$ cat src/rtl/uart_lcd_pkg.sv
// Shared types and constants for the UART-to-HD44780 LCD sequencer.
//  state_e      : sequencer FSM states
//  LCD_*        : HD44780 command bytes used by init, newline, return and wrap
//  init_cmd()   : init command for a given step of the power-up sequence
//  is_printable : bytes that are written to the display as characters
package uart_lcd_pkg;

    typedef enum logic [2:0] {
        ST_PWR_WAIT = 3'd0,
        ST_INIT     = 3'd1,
        ST_IDLE     = 3'd2,
        ST_SETUP    = 3'd3,
        ST_PULSE    = 3'd4,
        ST_HOLD     = 3'd5,
        ST_WAIT     = 3'd6,
        ST_WRAP     = 3'd7
    } state_e;

    localparam logic [7:0] LCD_FUNC_8B2L = 8'h38;
    localparam logic [7:0] LCD_DISP_ON   = 8'h0C;
    localparam logic [7:0] LCD_ENTRY_INC = 8'h06;
    localparam logic [7:0] LCD_CLEAR     = 8'h01;
    localparam logic [7:0] LCD_LINE0     = 8'h80;
    localparam logic [7:0] LCD_LINE1     = 8'hC0;

    localparam logic [7:0] ASCII_CR = 8'h0D;
    localparam logic [7:0] ASCII_LF = 8'h0A;

    localparam int unsigned COL_W    = 4;
    localparam logic [COL_W-1:0] COL_LAST = COL_W'(15);

    function automatic int unsigned max2(input int unsigned a, input int unsigned b);
        return (a > b) ? a : b;
    endfunction

    function automatic logic [7:0] init_cmd(input logic [1:0] idx);
        case (idx)
            2'd0:    return LCD_FUNC_8B2L;
            2'd1:    return LCD_DISP_ON;
            2'd2:    return LCD_ENTRY_INC;
            default: return LCD_CLEAR;
        endcase
    endfunction

    function automatic logic is_printable(input logic [7:0] b);
        return (b >= 8'h20) && (b <= 8'h7E);
    endfunction

endpackage

$ cat src/rtl/lcd_byte_fifo.sv
// Synchronous byte FIFO with first-word-fall-through read.
//  clk, rst       : clock, asynchronous active-high reset (pointers only)
//  push, din      : write din when push and not full (or full with a pop this cycle)
//  pop            : consume dout when not empty
//  dout           : head entry, valid when empty=0
//  full, empty    : occupancy flags
module lcd_byte_fifo #(
    parameter int unsigned DEPTH = 16
) (
    input  logic       clk,
    input  logic       rst,
    input  logic       push,
    input  logic       pop,
    input  logic [7:0] din,
    output logic [7:0] dout,
    output logic       full,
    output logic       empty
);

    localparam int unsigned AW = $clog2(DEPTH);
    localparam int unsigned PW = AW + 1;

    logic [7:0]    mem_q [DEPTH];
    logic [PW-1:0] wr_ptr_q, wr_ptr_d;
    logic [PW-1:0] rd_ptr_q, rd_ptr_d;
    logic          do_push, do_pop;

    // Extra pointer MSB distinguishes full from empty when the indices match.
    assign empty   = (wr_ptr_q == rd_ptr_q);
    assign full    = (wr_ptr_q[AW] != rd_ptr_q[AW]) &&
                     (wr_ptr_q[AW-1:0] == rd_ptr_q[AW-1:0]);
    assign do_pop  = pop & ~empty;
    assign do_push = push & (~full | do_pop);
    assign dout    = mem_q[rd_ptr_q[AW-1:0]];

    always_comb begin
        wr_ptr_d = wr_ptr_q;
        rd_ptr_d = rd_ptr_q;
        if (do_push) wr_ptr_d = wr_ptr_q + PW'(1);
        if (do_pop)  rd_ptr_d = rd_ptr_q + PW'(1);
    end

    always_ff @(posedge clk or posedge rst) begin
        if (rst) begin
            wr_ptr_q <= '0;
            rd_ptr_q <= '0;
        end else begin
            wr_ptr_q <= wr_ptr_d;
            rd_ptr_q <= rd_ptr_d;
        end
    end

    // Storage needs no reset: entries are only read after being written.
    always_ff @(posedge clk) begin
        if (do_push) mem_q[wr_ptr_q[AW-1:0]] <= din;
    end

endmodule

$ cat src/rtl/uart_lcd_sequencer.sv
// Buffers UART RX bytes and replays them as HD44780 8-bit write cycles to a
// 16x2 LCD: power-up init, characters, CR (clear/home), LF (line toggle) and
// automatic wrap after column 15.
//  clk, rst           : clock, asynchronous active-high reset
//  rx_data, rx_ready  : received byte and its 1-cycle valid strobe
//  lcd_rs/rw/e/d      : LCD pins (rw tied low, write only)
//  busy               : init running, bytes pending or write cycle in flight
//  overflow           : sticky, a byte was dropped on a full FIFO
module uart_lcd_sequencer
    import uart_lcd_pkg::*;
#(
    parameter int unsigned E_PULSE_CYC    = 25,
    parameter int unsigned CMD_WAIT_CYC   = 2500,
    parameter int unsigned CLR_WAIT_CYC   = 100000,
    parameter int unsigned PWRUP_WAIT_CYC = 1000000,
    parameter int unsigned FIFO_DEPTH     = 16
) (
    input  logic       clk,
    input  logic       rst,
    input  logic [7:0] rx_data,
    input  logic       rx_ready,
    output logic       lcd_rs,
    output logic       lcd_rw,
    output logic       lcd_e,
    output logic [7:0] lcd_d,
    output logic       busy,
    output logic       overflow
);

    localparam int unsigned MAX_WAIT = max2(max2(E_PULSE_CYC, CMD_WAIT_CYC),
                                            max2(CLR_WAIT_CYC, PWRUP_WAIT_CYC));
    localparam int unsigned CNT_W = $clog2(MAX_WAIT) + 1;

    localparam logic [CNT_W-1:0] PWR_LAST   = CNT_W'(PWRUP_WAIT_CYC - 1);
    localparam logic [CNT_W-1:0] PULSE_LAST = CNT_W'(E_PULSE_CYC - 1);
    localparam logic [CNT_W-1:0] CMD_LAST   = CNT_W'(CMD_WAIT_CYC - 1);
    localparam logic [CNT_W-1:0] CLR_LAST   = CNT_W'(CLR_WAIT_CYC - 1);

    state_e           state_q, state_d;
    logic [CNT_W-1:0] cnt_q, cnt_d;
    logic [1:0]       init_idx_q, init_idx_d;
    logic             init_active_q, init_active_d;
    logic             wrap_pend_q, wrap_pend_d;
    logic             line_q, line_d;
    logic [COL_W-1:0] col_q, col_d;
    logic             lcd_rs_q, lcd_rs_d;
    logic             lcd_e_q, lcd_e_d;
    logic [7:0]       lcd_d_q, lcd_d_d;
    logic             busy_q, busy_d;
    logic             overflow_q, overflow_d;

    logic [7:0]       fifo_dout;
    logic             fifo_full, fifo_empty;
    logic             pop_c, push_c, byte_valid_c;
    logic [CNT_W-1:0] wait_last_c;

    // FIFO handshake: pop happens in IDLE whenever a byte is waiting.
    assign pop_c        = (state_q == ST_IDLE) & ~fifo_empty;
    assign push_c       = rx_ready & (~fifo_full | pop_c);
    assign byte_valid_c = is_printable(fifo_dout) ||
                          (fifo_dout == ASCII_CR) || (fifo_dout == ASCII_LF);
    // The clear command needs the long settle; the latched bus tells us what was sent.
    assign wait_last_c  = (~lcd_rs_q && (lcd_d_q == LCD_CLEAR)) ? CLR_LAST : CMD_LAST;

    lcd_byte_fifo #(
        .DEPTH (FIFO_DEPTH)
    ) u_fifo (
        .clk   (clk),
        .rst   (rst),
        .push  (push_c),
        .pop   (pop_c),
        .din   (rx_data),
        .dout  (fifo_dout),
        .full  (fifo_full),
        .empty (fifo_empty)
    );

    // State register.
    always_ff @(posedge clk or posedge rst) begin
        if (rst) state_q <= ST_PWR_WAIT;
        else     state_q <= state_d;
    end

    // Next-state logic.
    always_comb begin
        state_d = state_q;
        case (state_q)
            ST_PWR_WAIT: if (cnt_q == PWR_LAST) state_d = ST_INIT;
            ST_INIT:     state_d = ST_SETUP;
            ST_IDLE:     if (pop_c && byte_valid_c) state_d = ST_SETUP;
            ST_SETUP:    state_d = ST_PULSE;
            ST_PULSE:    if (cnt_q == PULSE_LAST) state_d = ST_HOLD;
            ST_HOLD:     state_d = ST_WAIT;
            ST_WAIT: begin
                if (cnt_q == wait_last_c) begin
                    if (init_active_q)    state_d = (init_idx_q == 2'd3) ? ST_IDLE : ST_INIT;
                    else if (wrap_pend_q) state_d = ST_WRAP;
                    else                  state_d = ST_IDLE;
                end
            end
            ST_WRAP:     state_d = ST_SETUP;
            default:     state_d = ST_PWR_WAIT;
        endcase
    end

    // Output, counter and cursor logic.
    always_comb begin
        cnt_d         = cnt_q;
        init_idx_d    = init_idx_q;
        init_active_d = init_active_q;
        wrap_pend_d   = wrap_pend_q;
        line_d        = line_q;
        col_d         = col_q;
        lcd_rs_d      = lcd_rs_q;
        lcd_d_d       = lcd_d_q;
        lcd_e_d       = (state_d == ST_PULSE);
        overflow_d    = overflow_q | (rx_ready & fifo_full & ~pop_c);
        // Conservative by one cycle when the last byte popped is discarded.
        busy_d        = (state_d != ST_IDLE) | ~fifo_empty | push_c;

        // Counter runs only in timed states and restarts on every state change.
        if (state_d != state_q) begin
            cnt_d = '0;
        end else if ((state_q == ST_PWR_WAIT) || (state_q == ST_PULSE) ||
                     (state_q == ST_WAIT)) begin
            cnt_d = cnt_q + CNT_W'(1);
        end

        case (state_q)
            ST_INIT: begin
                lcd_rs_d = 1'b0;
                lcd_d_d  = init_cmd(init_idx_q);
            end
            ST_IDLE: begin
                if (pop_c) begin
                    if (is_printable(fifo_dout)) begin
                        lcd_rs_d = 1'b1;
                        lcd_d_d  = fifo_dout;
                        // Column 15 stays put until WRAP moves the cursor.
                        if (col_q == COL_LAST) wrap_pend_d = 1'b1;
                        else                   col_d = col_q + COL_W'(1);
                    end else if (fifo_dout == ASCII_CR) begin
                        lcd_rs_d = 1'b0;
                        lcd_d_d  = LCD_CLEAR;
                        line_d   = 1'b0;
                        col_d    = '0;
                    end else if (fifo_dout == ASCII_LF) begin
                        lcd_rs_d = 1'b0;
                        lcd_d_d  = line_q ? LCD_LINE0 : LCD_LINE1;
                        line_d   = ~line_q;
                        col_d    = '0;
                    end
                end
            end
            ST_WAIT: begin
                if (state_d == ST_INIT) init_idx_d = init_idx_q + 2'(1);
                if (init_active_q && (state_d == ST_IDLE)) init_active_d = 1'b0;
            end
            ST_WRAP: begin
                lcd_rs_d    = 1'b0;
                lcd_d_d     = line_q ? LCD_LINE0 : LCD_LINE1;
                line_d      = ~line_q;
                col_d       = '0;
                wrap_pend_d = 1'b0;
            end
            default: ;
        endcase
    end

    always_ff @(posedge clk or posedge rst) begin
        if (rst) begin
            cnt_q         <= '0;
            init_idx_q    <= '0;
            init_active_q <= 1'b1;
            wrap_pend_q   <= 1'b0;
            line_q        <= 1'b0;
            col_q         <= '0;
            lcd_rs_q      <= 1'b0;
            lcd_e_q       <= 1'b0;
            lcd_d_q       <= '0;
            busy_q        <= 1'b1;
            overflow_q    <= 1'b0;
        end else begin
            cnt_q         <= cnt_d;
            init_idx_q    <= init_idx_d;
            init_active_q <= init_active_d;
            wrap_pend_q   <= wrap_pend_d;
            line_q        <= line_d;
            col_q         <= col_d;
            lcd_rs_q      <= lcd_rs_d;
            lcd_e_q       <= lcd_e_d;
            lcd_d_q       <= lcd_d_d;
            busy_q        <= busy_d;
            overflow_q    <= overflow_d;
        end
    end

    assign lcd_rs   = lcd_rs_q;
    assign lcd_rw   = 1'b0;
    assign lcd_e    = lcd_e_q;
    assign lcd_d    = lcd_d_q;
    assign busy     = busy_q;
    assign overflow = overflow_q;

endmodule

$ cat config.mk
export PLATFORM = sky130hd
export DESIGN_NAME = uart_lcd_sequencer
export DESIGN_NICKNAME = d
export VERILOG_FILES = /design/src/rtl/uart_lcd_pkg.sv /design/src/rtl/lcd_byte_fifo.sv /design/src/rtl/uart_lcd_sequencer.sv
export SDC_FILE = /design/constraint.sdc
export NUM_CORES = 1
export LEC_CHECK = 0
export ABC_AREA = 1
export BUFFER_PORTS_ARGS = -buffer_cell sky130_fd_sc_hd__buf_4
export CAP_MARGIN = 25
export CORE_ASPECT_RATIO = 1.4
export CORE_MARGIN = 3
export CORE_UTILIZATION = 29
export CTS_CLUSTER_DIAMETER = 120
export DETAILED_ROUTE_END_ITERATION = 8
export HOLD_SLACK_MARGIN = 0.12
export PLACE_DENSITY_LB_ADDON = 0.3
export SLEW_MARGIN = 5
export SYNTH_ARGS = -nofsm -noshare
export SYNTH_HDL_FRONTEND = slang
export SYNTH_HIERARCHICAL = 1
export SYNTH_SLANG_ARGS = --single-unit
export TNS_END_PERCENT = 30
$ cat constraint.sdc
create_clock -name clk -period 3.1 [get_ports clk]
set_clock_uncertainty 0.05 [all_clocks]
set_input_delay 0.775 -clock clk [delete_from_list [all_inputs] [get_ports clk]]
set_output_delay 0.775 -clock clk [all_outputs]
set_load 0.005 [all_outputs]
* Word level (Yosys, flattened, before mapping) *
Memories as Yosys holds them, arrays and structs flattened.
Cells that the tools add are included.

storage, ports and cells
  bits in registers = 55
  bits in writable memories = 128
  output and inout bits = 13
  memories = 1

memories
  memory        words  bits a word  rd ports  clocked after memory_dff  wr ports  RTL line             text
  u_fifo.mem_q  16     8            1         0                         1         lcd_byte_fifo.sv:23  logic [7:0] mem_q [DEPTH];

cells by class
  add/sub/neg operators = 5
  order comparisons = 2
  equal/unequal tests = 32
  muxes and demuxes = 40
  bitwise gates (word level) = 16
  reductions and logical operators = 23

operator list
  operator               number
  $mux 21                2
  $mux 8                 4
  $pmux 8 s3             1
  $add 21x1->21 const B  1
  $eq 21x17->1           1
  $eq 21x20->1 const B   1
  $eq 21x5->1 const B    1
  $pmux 3 s7             1
  $mux 4                 5
  $mux 3                 6
  $pmux 6 s3             1
  $mux 17                1
  $eq 8x4->1 const B     2
  $eq 3x3->1 const B     5
  $mux 1                 13
  $reduce_and 4->1       3
  $add 5x1->5 const B    2
  $eq 3x2->1 const B     3
  $eq 8x1->1 const B     1
  $ge 8x6->1 const B     1
  $le 8x7->1 const B     1
  $pmux 4 s2             1
  $mux 7                 1
  $and 1x1->1            6
  other kinds (29)       54

* Longest topological paths before layout *
Gate-level depths: netlist of run 1.
An unclocked memory read counts as a cell.

  depth after elaboration = 11
  gate-level depth with buffers = 20
  mapped depth without buffers = 19

* Hierarchy *
The synthesis of run 1 kept the hierarchy.

by module, submodules not included
  module              times used  cells each  area each (um^2)  seq. area each (um^2)
  lcd_byte_fifo       1           513         5,851.9           4,093.9
  uart_lcd_sequencer  1           368         2,817.7           1,128.6

* Worst setup path after synthesis of run 1 *
Ideal clock, no wire load.

  kind = reg2reg
  from = register u_fifo.rd_ptr_q[0]
  to = register cnt_q[17]
  data arrival time = 2,353 ps
  path slack = 579 ps
  stages on the path, launching flop included = 18
  path buffers = 3
  period minus slack after synthesis = 2,521 ps
  cell sequence = dfrtp_1 inv_2 buf_2 clkbuf_1 nor2_1 o211ai_1 nand3_1 nand2_1 nand3_1 nor3_1 nor2_1 a21oi_4 nor2_1 nand2_1 nand2_2 nand2_2 buf_6 nor2_1

on the way
  cells in the longest elaborated chain, start to end = 10
  elaborated cells between the ends (all ways) = 17
  those cells by class = order compare: 2; eq/ne: 4; mux: 3; bitwise: 2; reduce/logical: 5; memory: 1

ends and longest elaborated chain
  element                                              RTL line                   text
  start: declaration                                   lcd_byte_fifo.sv:25        logic [PW-1:0] rd_ptr_q, rd_ptr_d;
  start signal: assignment                             lcd_byte_fifo.sv:49        rd_ptr_q <= rd_ptr_d;
  $mem_v2 16x8 (*)                                     --
  via fifo_dout[3]                                     uart_lcd_sequencer.sv:52   logic [7:0] fifo_dout;
  $ge 8x6->1 / $le 8x7->1 (equally long branches)      uart_lcd_pkg.sv:46         return (b >= 8'h20) && (b <= 8'h7E);
  $logic_and 1x1->1                                    uart_lcd_pkg.sv:46
  $logic_or 1x1->1                                     uart_lcd_sequencer.sv:60   assign byte_valid_c = is_printable(fifo_dout) ||
  $logic_or 1x1->1 (*)                                 uart_lcd_sequencer.sv:61   (fifo_dout == ASCII_CR) || (fifo_dout == ASCII_LF);
  $logic_and 1x1->1 (*)                                uart_lcd_sequencer.sv:90   ST_IDLE: if (pop_c && byte_valid_c) state_d = ST_SETUP;
  $mux 3 (*)                                           uart_lcd_sequencer.sv:90
  $pmux 3 s7 (*)                                       uart_lcd_sequencer.sv:87   case (state_q)
  $ne 3x3->1 (*)                                       uart_lcd_sequencer.sv:122  if (state_d != state_q) begin
  $mux 21 / $reduce_bool 2->1 (equally long branches)  --
  end signal: assignment                               uart_lcd_sequencer.sv:184  cnt_q <= cnt_d;
  end: declaration                                     uart_lcd_sequencer.sv:40   logic [CNT_W-1:0] cnt_q, cnt_d;

The timed path passes the listed nets; every way through them passes the cells marked *.
A chain may end at the register's enable or synchronous reset.

* Worst setup path after layout of run 1 *
  from = register u_fifo.rd_ptr_q[0]
  to = memory u_fifo.mem_q[8][4], enable pin

on the way
  cells in the longest elaborated chain, start to end = 8
  elaborated cells between the ends (all ways) = 13
  those cells by class = eq/ne: 2; mux: 2; bitwise: 8; reduce/logical: 1

ends and longest elaborated chain
  element                       RTL line                  text
  $eq 5x5->1                    lcd_byte_fifo.sv:29       assign empty = (wr_ptr_q == rd_ptr_q);
  via fifo_empty                uart_lcd_sequencer.sv:53  logic fifo_full, fifo_empty;
  $not 1->1                     uart_lcd_sequencer.sv:58  assign pop_c = (state_q == ST_IDLE) & ~fifo_empty;
  $and 1x1->1                   uart_lcd_sequencer.sv:58
  via pop_c                     uart_lcd_sequencer.sv:54  logic pop_c, push_c, byte_valid_c;
  $or 1x1->1                    uart_lcd_sequencer.sv:59  assign push_c = rx_ready & (~fifo_full | pop_c);
  $and 1x1->1                   uart_lcd_sequencer.sv:59
  via push_c                    uart_lcd_sequencer.sv:54
  $and 1x1->1                   lcd_byte_fifo.sv:33       assign do_push = push & (~full | do_pop);
  $mux 1                        lcd_byte_fifo.sv:55       if (do_push) mem_q[wr_ptr_q[AW-1:0]] <= din;
  $mux 1 (not written as such)  lcd_byte_fifo.sv:55
  end: declaration              lcd_byte_fifo.sv:23

The timed path passes the listed nets, and every way through them passes these cells.

==> flow_summary.toml, run 1 <==
[status]
status = "finished clean"

[timing]
rsz0062_at_grt = "yes"
worst_slew_pin_slew_ns = 0.911
setup_viol = 0
timing.fmax_ghz = 0.332
fin_crit_ns = 3.02
slew_headroom_pct = 39.1
finalCritPeriodShare_pct = 97.3
finalHoldViolCount = 0
slew_viol_final = 0

[clock_network]
clkSinkCount = 183
hold_buffers = 0
cts_tree = "yes"
cts_max_path_buffers = 2
h-tree-depth = 4
clkSlewWorstSetupHoldPaths_ns = 0.08
clockRootBuffer = "clkbuf_16"
cts_buffers = 17
clk-insertion-delay-late_ns = 0.44

[pwr]
ir_drop_uv = 324
comb_power_share_pct = 12.7
p_clk_share_pct = 36.8
switching_share_pct = 27.3
power_frac_seq_pct = 50.4
p_per_area_nw_per_um2 = 568
power.total_uw = 5740
intPower_uw = 4170
leakage_uw = 0.00396
power_switching_uw = 1570

[critical_path]
cp.arrival_ns = 3.04
worst_setup_path_end_kind = "register"
cp_common_cell = "nand2_1"
crit_path_start_kind = "register"
path_cells = "clkbuf_2, nand2_1, nand2_1, nor2_2, nand3_1, inv_1, nor2_8, inv_2, nand2_1, nand2_1, inv_1, nand2_4, buf_4, nor2_1"
critPathMaxFanout = 15
crit_path_max_incr_delay_ns = 0.60
criticalPathCategory = "reg2reg"
cpMaxStageDelayCell = "nor2_1"
crit_buf_inv = 5
critPathRequiredTime_ns = 3.13
cp_top_family = "simple AND/OR/NAND/NOR gates"

[placement]
io_buffers = 22
hpwl_um = 15000
numPlacedInstances = 1280
dpl_cell_area_um2 = 9400
gp_congestion = 0.873

[global_route]
grt_usage_pct = 13.8
grt_pass1_vias = 6328
antenna_found_initial = 0
grt_pass1_wl_um = 34700
overflow = 0
grt_max_degree = 66

[synth]
synthTopCellsByCount = "nor2_1, nand2_1, edfxtp_1"
yosysTopAreaCellShare_pct = 44.3
yosysMostFrequentCell = "nor2_1"
ys_ff_latch = 183
syn-num-nets = 904
avgSynthCellArea_um2 = 9.84
ys_top_cells_by_area = "edfxtp_1, dfrtp_1, nor2_1, nand2_1, o21ai_0"
synth_edf_count = 128
yosysTopAreaCell = "edfxtp_1"
synth_seq_area_share_pct = 60.2
ys_async_sr_fraction_pct = 30.1
yosysUniqueCellTypes = 45
mappedNetlistArea_um2 = 8670
syn_inst = 881
yosysWarningCount = 6
synth_flop_cell = "edfxtp_1"

[routing]
dr.first_iter.drc_count = 366
drtPass1Iterations = 5
ant_nets = 0
avgRoutedWirePerCell_um = 17.1
drc_errors = 0
vias = 6293
routed_wl_um = 22600
viasPerCell = 4.77

[hold_path]
hold_path_class = "in2async"

[floorplanning]
dieArea_um2 = 32000
placementRows = 74
core_um2 = 29400
io_pins = 24
chipWidth_um = 152
start_util_pct = 29.5
fp.dieH_um = 211

[run]
cap_violations = 0

[cells_and_area]
fin_area_um2 = 10100
nets = 949
drive_above_1_share_pct = 14.4
diodes = 0
stdcell_count = 1319
area_growth_pct = 16.6
-- flip-flops by register name, indices dropped and copies added, names as in the netlist, 2 cells and up --
| register | cells |
|---|---|
| u_fifo/mem_q | 128 |
| cnt_q | 21 |
| init_idx_q | 2 |
| lcd_d | 8 |
| u_fifo/wr_ptr_q | 5 |
| col_q | 4 |
| state_q | 3 |
| u_fifo/rd_ptr_q | 5 |
-- worst paths after layout --
path | start | endpoint | slack (ns) | cells after the start
max | u_fifo/rd_ptr_q[0] | u_fifo/mem_q[8][4] | 0.08 | 14
min | rst | u_fifo/rd_ptr_q[3] | 0.29 | 2
max reg2reg | u_fifo/rd_ptr_q[0] | u_fifo/mem_q[8][4] | 0.08 | 14
min reg2reg | init_active_q | init_active_q | 0.40 | 2
max in group asynchronous | rst | cnt_q[8] | 2.13 | 3
min in group clk | init_active_q | init_active_q | 0.40 | 2
-- per-layer routing --
layer	vias to the layer above	part of all wire [%]	wire length [um]	GRT usage, %
met5	-	0	0	0
met4	0	3.3	735	5.92
met3	38	3.9	876	2.38
met2	148	54	12100	25.4
met1	3050	39	8870	15.8
li1	3057	-	-	-
-- through the flow --
step | util, % | hold WS [ns] | setup WS (ns) | setup TNS (ns)
2_1_floorplan | - | 0.381 | 0.579 | 0
4_1_cts | 33.9 | 0.310 | 0.116 | 0
3_5_place_dp | 32.0 | 0.393 | 0.140 | 0
5_1_grt | 34.5 | 0.327 | -0.106 | -3.21
3_3_place_gp | 32.0 | 0.390 | 0.123 | 0
6_report | 34.5 | 0.295 | 0.0837 | 0
-- final cells by class --
| cell class | count | area (um2) |
|---|---|---|
| Clock buffer | 17 | 425 |
| Clock inverter | 15 | 141 |
| Fill cell | 2964 | 19200 |
| Inverter | 80 | 308 |
| Multi-Input combinational cell | 588 | 2990 |
| Sequential cell | 183 | 5230 |
| Tap cell | 380 | 475 |
| Timing Repair Buffer | 56 | 546 |
-- kinds of logic after synthesis --
logic type / count (synthesis) / share of synthesized area, %
AO/OA/AOI/OAI: 132 / 8.75
XOR/XNOR: 24 / 2.42
adder cells (fa/ha/maj): 12 / 1.73
buffers and inverters: 110 / 5.46
flip-flops: 183 / 60.2
other: 1 / 0.0433
AND/OR/NAND/NOR: 419 / 21.4
-- power by group through the flow --
stage | logic, uW | clock network, uW | registers [uW]
floorplan | 454 | 0 | 2920
global placement | 727 | 0 | 2950
detailed placement | 736 | 0 | 2950
CTS | 737 | 2180 | 2900
global route | 812 | 2270 | 2910
finish | 732 | 2120 | 2900
-- layout by cell type (no fill, tap or decap), types with 3 or more instances in the layout --
master,n
a21oi_1,5
xor2_1,19
inv_1,69
nand3_1,41
buf_4,45
nor2_4,6
edfxtp_1,128
nor2_2,7
o211ai_1,18
nand4_1,13
nand3b_1,3
inv_6,7
nand2_2,10
buf_12,4
clkbuf_16,21
nor3_1,11
o22ai_1,14
dfrtp_1,51
nand2_1,154
ha_1,12
o21ai_1,5
inv_2,7
nor4_1,4
nor2_1,161
xnor2_1,5
o21ai_0,82
inv_4,3
-- worst register-to-register path, delay by kind of cell (launching register included) --
kind,cells,cell delay [ns]
buf+inv,5,0.73
flops,1,0.46
simple gates,9,1.40
-- timing repair --
item                                   in CTS  in global routing
gates resized for setup                     0                 11
buffers inserted                            0                  3
setup endpoints to repair                   0                 57
endpoints found under the hold margin       0                  0
(Power assumes the default switching activity.)
==> inputs of run 2 (changes only) <==
--- a/config.mk
+++ b/config.mk
@@ -15,6 +15,7 @@
 export DETAILED_ROUTE_END_ITERATION = 8
 export HOLD_SLACK_MARGIN = 0.12
 export PLACE_DENSITY_LB_ADDON = 0.3
+export RECOVER_POWER = 25
 export SLEW_MARGIN = 5
 export SYNTH_ARGS = -nofsm -noshare
 export SYNTH_HDL_FRONTEND = slang
==> constraint.sdc (replaced) <==
create_clock -name clk -period 3.4 [get_ports clk]
set_clock_uncertainty 0.05 [all_clocks]
set_input_delay 0.85 -clock clk [delete_from_list [all_inputs] [get_ports clk]]
set_output_delay 0.85 -clock clk [all_outputs]
set_load 0.005 [all_outputs]
==> flow_summary.toml, run 2 (same netlist as run 1, synthesis figures left out) <==
[floorplanning]
io_pins = 24
chipWidth_um = 152
fp.dieH_um = 211
core_um2 = 29400
start_util_pct = 29.5
dieArea_um2 = 32000
placementRows = 74

[routing]
ant_nets = 0
avgRoutedWirePerCell_um = 16.5
drc_errors = 0
drtPass1Iterations = 4
vias = 6142
dr.first_iter.drc_count = 355
viasPerCell = 4.72
routed_wl_um = 21500

[global_route]
grt_max_degree = 66
antenna_found_initial = 1
overflow = 0
grt_pass1_vias = 6171
grt_usage_pct = 13.4
grt_pass1_wl_um = 33900

[cells_and_area]
post-route-util_pct = 33.7
area_growth_pct = 14.2
diodes = 0
mostFrequentLayoutCells = "nor2_1, nand2_1, edfxtp_1"
stdcell_count = 1301
nets = 931
largest_reg_flops = 128
fin_area_um2 = 9900
drive_above_1_share_pct = 11.5
final_common_cell = "nor2_1"

[status]
status = "finished, violations left"
failed_checks = "capacitance limit, slew limit"

[clock_network]
cts_tree = "yes"
h-tree-depth = 4
clkSlewWorstSetupHoldPaths_ns = 0.08
cts_buffers = 17
clkSinkCount = 183
hold_buffers = 0
clockRootBuffer = "clkbuf_16"
clk-insertion-delay-late_ns = 0.43
cts_max_path_buffers = 2

[timing]
timing.fmax_ghz = 0.330
fin_hold_ws_ns = 0.313
worst_slew_pin_slew_ns = 2.09
setup_viol = 0
timing.setup.tns_ns = 0
finalHoldViolCount = 0
finalCritPeriodShare_pct = 89.3
rsz0062_at_grt = "no"
slew_viol_final = 40
slew_headroom_pct = -39.2
fin_crit_ns = 3.03

[critical_path]
worst_setup_path_end_kind = "register"
critPathLaunch = "u_fifo/rd_ptr_q[0]"
crit_path_start_kind = "register"
critPathRequiredTime_ns = 3.64
regToRegStartpoint = "u_fifo/rd_ptr_q[0]"
critPathMaxFanout = 65
cp.arrival_ns = 3.28
criticalPathCategory = "reg2reg"

[placement]
dpl_cell_area_um2 = 9290
numPlacedInstances = 1268
hpwl_um = 14700
io_buffers = 22
gp_congestion = 0.841

[hold_path]
hold_path_class = "in2async"

[run]
cap_violations = 1

[pwr]
leakage_uw = 0.00383
ir_drop_uv = 274
p_per_area_nw_per_um2 = 531
run 2: critical path, cell delays in order, from the launching register on:
cell and delay (ns):
dfrtp_2 0.45, inv_2 0.09, buf_12 0.25, nor2_1 0.09, o22ai_1 0.21, nand2_1 0.07, nand2_1 0.13, inv_1 0.07
nand2_1 0.12, nand3_1 0.10, nor3_1 0.24, nor2_1 0.13, a21oi_4 0.18, nor2_1 0.05, nand2_1 0.07, nand2_2 0.09
nand2_2 0.35, nor2_1 0.09
run 2: per-layer routing:
metal,global-route usage (%),share of wire [%],vias to the layer above
met5,0,0,-
met4,3.35,1.3,0
met3,1.95,2.9,22
met2,25.9,55,113
met1,15.6,41,2988
li1,-,-,3019
run 2: where the power goes:
| part | internal, uW | switching, uW |
|---|---|---|
| Clock | 1010 | 1010 |
| Sequential | 2560 | 71.2 |
| Combinational | 170 | 434 |
| Total | 3740 | 1510 |
run 2: metrics by stage:
stage | setup slack [ns] | power [uW]
2_1_floorplan | 0.879 | 3070
3_3_place_gp | 0.358 | 3290
3_5_place_dp | 0.319 | 3300
4_1_cts | 0.305 | 5320
5_1_grt | 0.00156 | 5490
6_report | 0.365 | 5260
run 2: path summary, 6_finish.rpt:
check | depth (start not counted) | slack, ns | end
min | 2 | 0.31 | overflow
min in group clk | 2 | 0.40 | init_active_q
max reg2reg | 17 | 0.37 | cnt_q[19]
min reg2reg | 2 | 0.40 | init_active_q
max | 17 | 0.37 | cnt_q[19]
max in group asynchronous | 3 | 0.72 | lcd_rs
run 2: cell type report:
type	count	area (um2)
Multi-Input combinational cell	588	2980
Sequential cell	183	5230
Tap cell	380	475
Inverter	80	305
Timing Repair Buffer	38	297
Clock inverter	15	196
Fill cell	3000	19400
Clock buffer	17	425
run 2: what timing repair did:
item                       in CTS  in global routing
gates resized for setup         0                  3
buffers inserted                0                  0
setup endpoints to repair       0                 22
hold endpoints to repair        0                  0
==> inputs of run 3 (changes only) <==
--- a/config.mk
+++ b/config.mk
@@ -19,6 +19,5 @@
 export SLEW_MARGIN = 5
 export SYNTH_ARGS = -nofsm -noshare
 export SYNTH_HDL_FRONTEND = slang
-export SYNTH_HIERARCHICAL = 1
 export SYNTH_SLANG_ARGS = --single-unit
 export TNS_END_PERCENT = 30
==> flow_summary.toml, run 3 <==
[timing]
finalCritPeriodShare_pct = 87.8
slew_headroom_pct = 38.7
timing.setup.tns_ns = 0
setup_viol = 0
slew_viol_final = 0
fin_hold_ws_ns = 0.423
finalHoldViolCount = 0
fin_crit_ns = 2.98
worst_slew_pin_slew_ns = 0.920
timing.fmax_ghz = 0.335
rsz0062_at_grt = "no"

[synth]
synth_flop_cell = "edfxtp_1"
synth_seq_area_share_pct = 58.7
ys_ff_latch = 183
yosysTopAreaCellShare_pct = 43.2
yosysUniqueCellTypes = 36
ys_top_cells_by_area = "edfxtp_1, dfrtp_1, nand2_1, inv_1, nor2_1"
mappedNetlistArea_um2 = 8900
synthTopCellsByCount = "nand2_1, inv_1, edfxtp_1"
synth_edf_count = 128
syn-num-nets = 1009
ys_async_sr_fraction_pct = 30.1
yosysWarningCount = 0
yosysTopAreaCell = "edfxtp_1"
syn_inst = 986
avgSynthCellArea_um2 = 9.02
yosysMostFrequentCell = "nand2_1"

[global_route]
grt_util_met1_pct = 15.6
grtUsageMet3_pct = 1.95
grt_max_degree = 73
grt_pass1_vias = 6377
grt_usage_pct = 13.6
antenna_found_initial = 0
grt_pass1_wl_um = 34600
grt_util_met2_pct = 25.3
overflow = 0
top_usage_layer = "met2"

[cells_and_area]
largest_reg_flops = 128
mostFrequentLayoutCells = "nand2_1, inv_1, edfxtp_1"
final_common_cell = "nand2_1"
drive_above_1_share_pct = 8.22
post-route-util_pct = 33.2
area_growth_pct = 12.2
num-fill-cells = 3117
multi_input_area_um2 = 2900
diodes = 0
nets = 1032
ff_latch_area_um2 = 5220

[critical_path]
r2r_slack_ns = 0.42
crit_path_start_kind = "register"
worstReg2RegEnd = "cnt_q[0]"
cp.arrival_ns = 3.28
worst_setup_path_end_kind = "register"
critPathMaxFanout = 61
regToRegStartpoint = "u_fifo.rd_ptr_q[0]"
critPathRequiredTime_ns = 3.69
reg2reg_depth = 19
criticalPathCategory = "reg2reg"

[routing]
drtPass1Iterations = 5
dr.first_iter.drc_count = 344
routed_wl_um = 21800
drc_errors = 0
vias = 6346
avgRoutedWirePerCell_um = 15.5
ant_nets = 0
viasPerCell = 4.51

[clock_network]
cts_buffers = 17
clk-insertion-delay-late_ns = 0.44
cts_resized = 0
clockRootBuffer = "clkbuf_16"
cts_tree = "yes"
cts_max_path_buffers = 2
hold_buffers = 0
clkSinkCount = 183
h-tree-depth = 4
clkSlewWorstSetupHoldPaths_ns = 0.07
cts_setup_buffers = 0

[hold_path]
hold_path_class = "reg2reg"
min_path_cells = 2
min_to = "init_active_q"
hp-start = "init_active_q"

[floorplanning]
chipWidth_um = 154
io_pins = 24
dieArea_um2 = 32900
fp.dieH_um = 213
core_um2 = 30100
placementRows = 75
start_util_pct = 29.5

[placement]
gp_congestion = 0.841
io_buffers = 22
hpwl_um = 15100

[pwr]
power.total_uw = 5110
p_per_area_nw_per_um2 = 512
ir_drop_uv = 230
leakage_uw = 0.00433

[run]
cap_violations = 0

[status]
status = "finished clean"
==> run 3: cell types whose count changed after synthesis, moves of 4 or more <==
cell / change
buf_4: +5
buf_6: +4
clkbuf_1: -7
inv_1: +77
inv_2: -4
nand2_1: +130
nand3_1: +35
nor2_1: -60
nor2_2: +7
nor2_4: -6
o211ai_1: -16
o21ai_0: -43
o21ai_1: +6
o22ai_1: -11
==> run 3: cell families (layout without fill, tap and decap cells) <==
family	count (synthesis)	count (layout)	synth area share (%)
AOI/OAI and AO/OA	66	66	3.92
xor gates and xnor gates	25	25	2.46
adders and majority gates	12	12	1.69
buffers and inverters	180	216	8.75
DFF	183	183	58.7
other	1	1	0.0421
and+or+nand+nor	519	519	24.5
==> run 3: worst max path at each step <==
| stage | startpoint | to | slack [ns] | depth (start not counted) |
|---|---|---|---|---|
| finish | u_fifo.rd_ptr_q[0] | cnt_q[0] | 0.42 | 19 |
| global route | u_fifo.rd_ptr_q[0] | cnt_q[0] | 0.05 | 19 |
| CTS | u_fifo.rd_ptr_q[0] | cnt_q[0] | 0.39 | 19 |
| detailed placement | u_fifo.rd_ptr_q[0] | cnt_q[0] | 0.40 | 19 |
| global placement | u_fifo.rd_ptr_q[0] | cnt_q[0] | 0.48 | 19 |
| floorplan | rst | cnt_q[0] | 1.16 | 1 |
==> run 3: stage by stage <==
stage | cell area [um2] | std cells | worst slack [ns]
floorplan | 8900 | 986 | 1.16
global placement | 9420 | 1374 | 0.479
detailed placement | 9420 | 1374 | 0.402
CTS | 10000 | 1406 | 0.385
global route | 9990 | 1407 | 0.0469
finish | 9990 | 1407 | 0.416
==> run 3: final cells by class <==
cell class	instances	share of cell area, %
inverter	152	5.74
tap	385	4.82
multi-input combinational	623	29.0
clock inverter	15	1.63
timing repair buffer	32	2.23
sequential	183	52.3
clock buffer	17	4.26
==> run 3: power breakdown <==
| group | leakage (uW) | switching, uW | internal, uW |
|---|---|---|---|
| combinational | 0.00216 | 341 | 126 |
| sequential | 0.00189 | 74.6 | 2590 |
| clock | 0.000287 | 941 | 1050 |
| total | 0.00433 | 1360 | 3760 |
==> run 3: critical path, cell delays in order (launching register included) <==
cell and delay, ns:
dfrtp_2 0.44, inv_4 0.48, nand2_1 0.13, nand2_1 0.10, nand2_1 0.05, o21ai_1 0.10, nand2_1 0.07, nand2_1 0.11
inv_1 0.05, nand2_1 0.07, nand2_1 0.05, nor2_1 0.08, nand2_1 0.09, nand2_4 0.11, nand2_2 0.06, nand2_2 0.07
nand2_1 0.06, nand2_2 0.10, nand2_2 0.32, a21oi_1 0.24
==> run 3: routing by layer <==
layer	share of wire [%]	wire length (um)	vias to the layer above
li1	-	-	3192
met2	53	11500	109
met5	0	0	-
met4	2.9	627	0
met1	42	9040	3006
met3	2.7	582	39
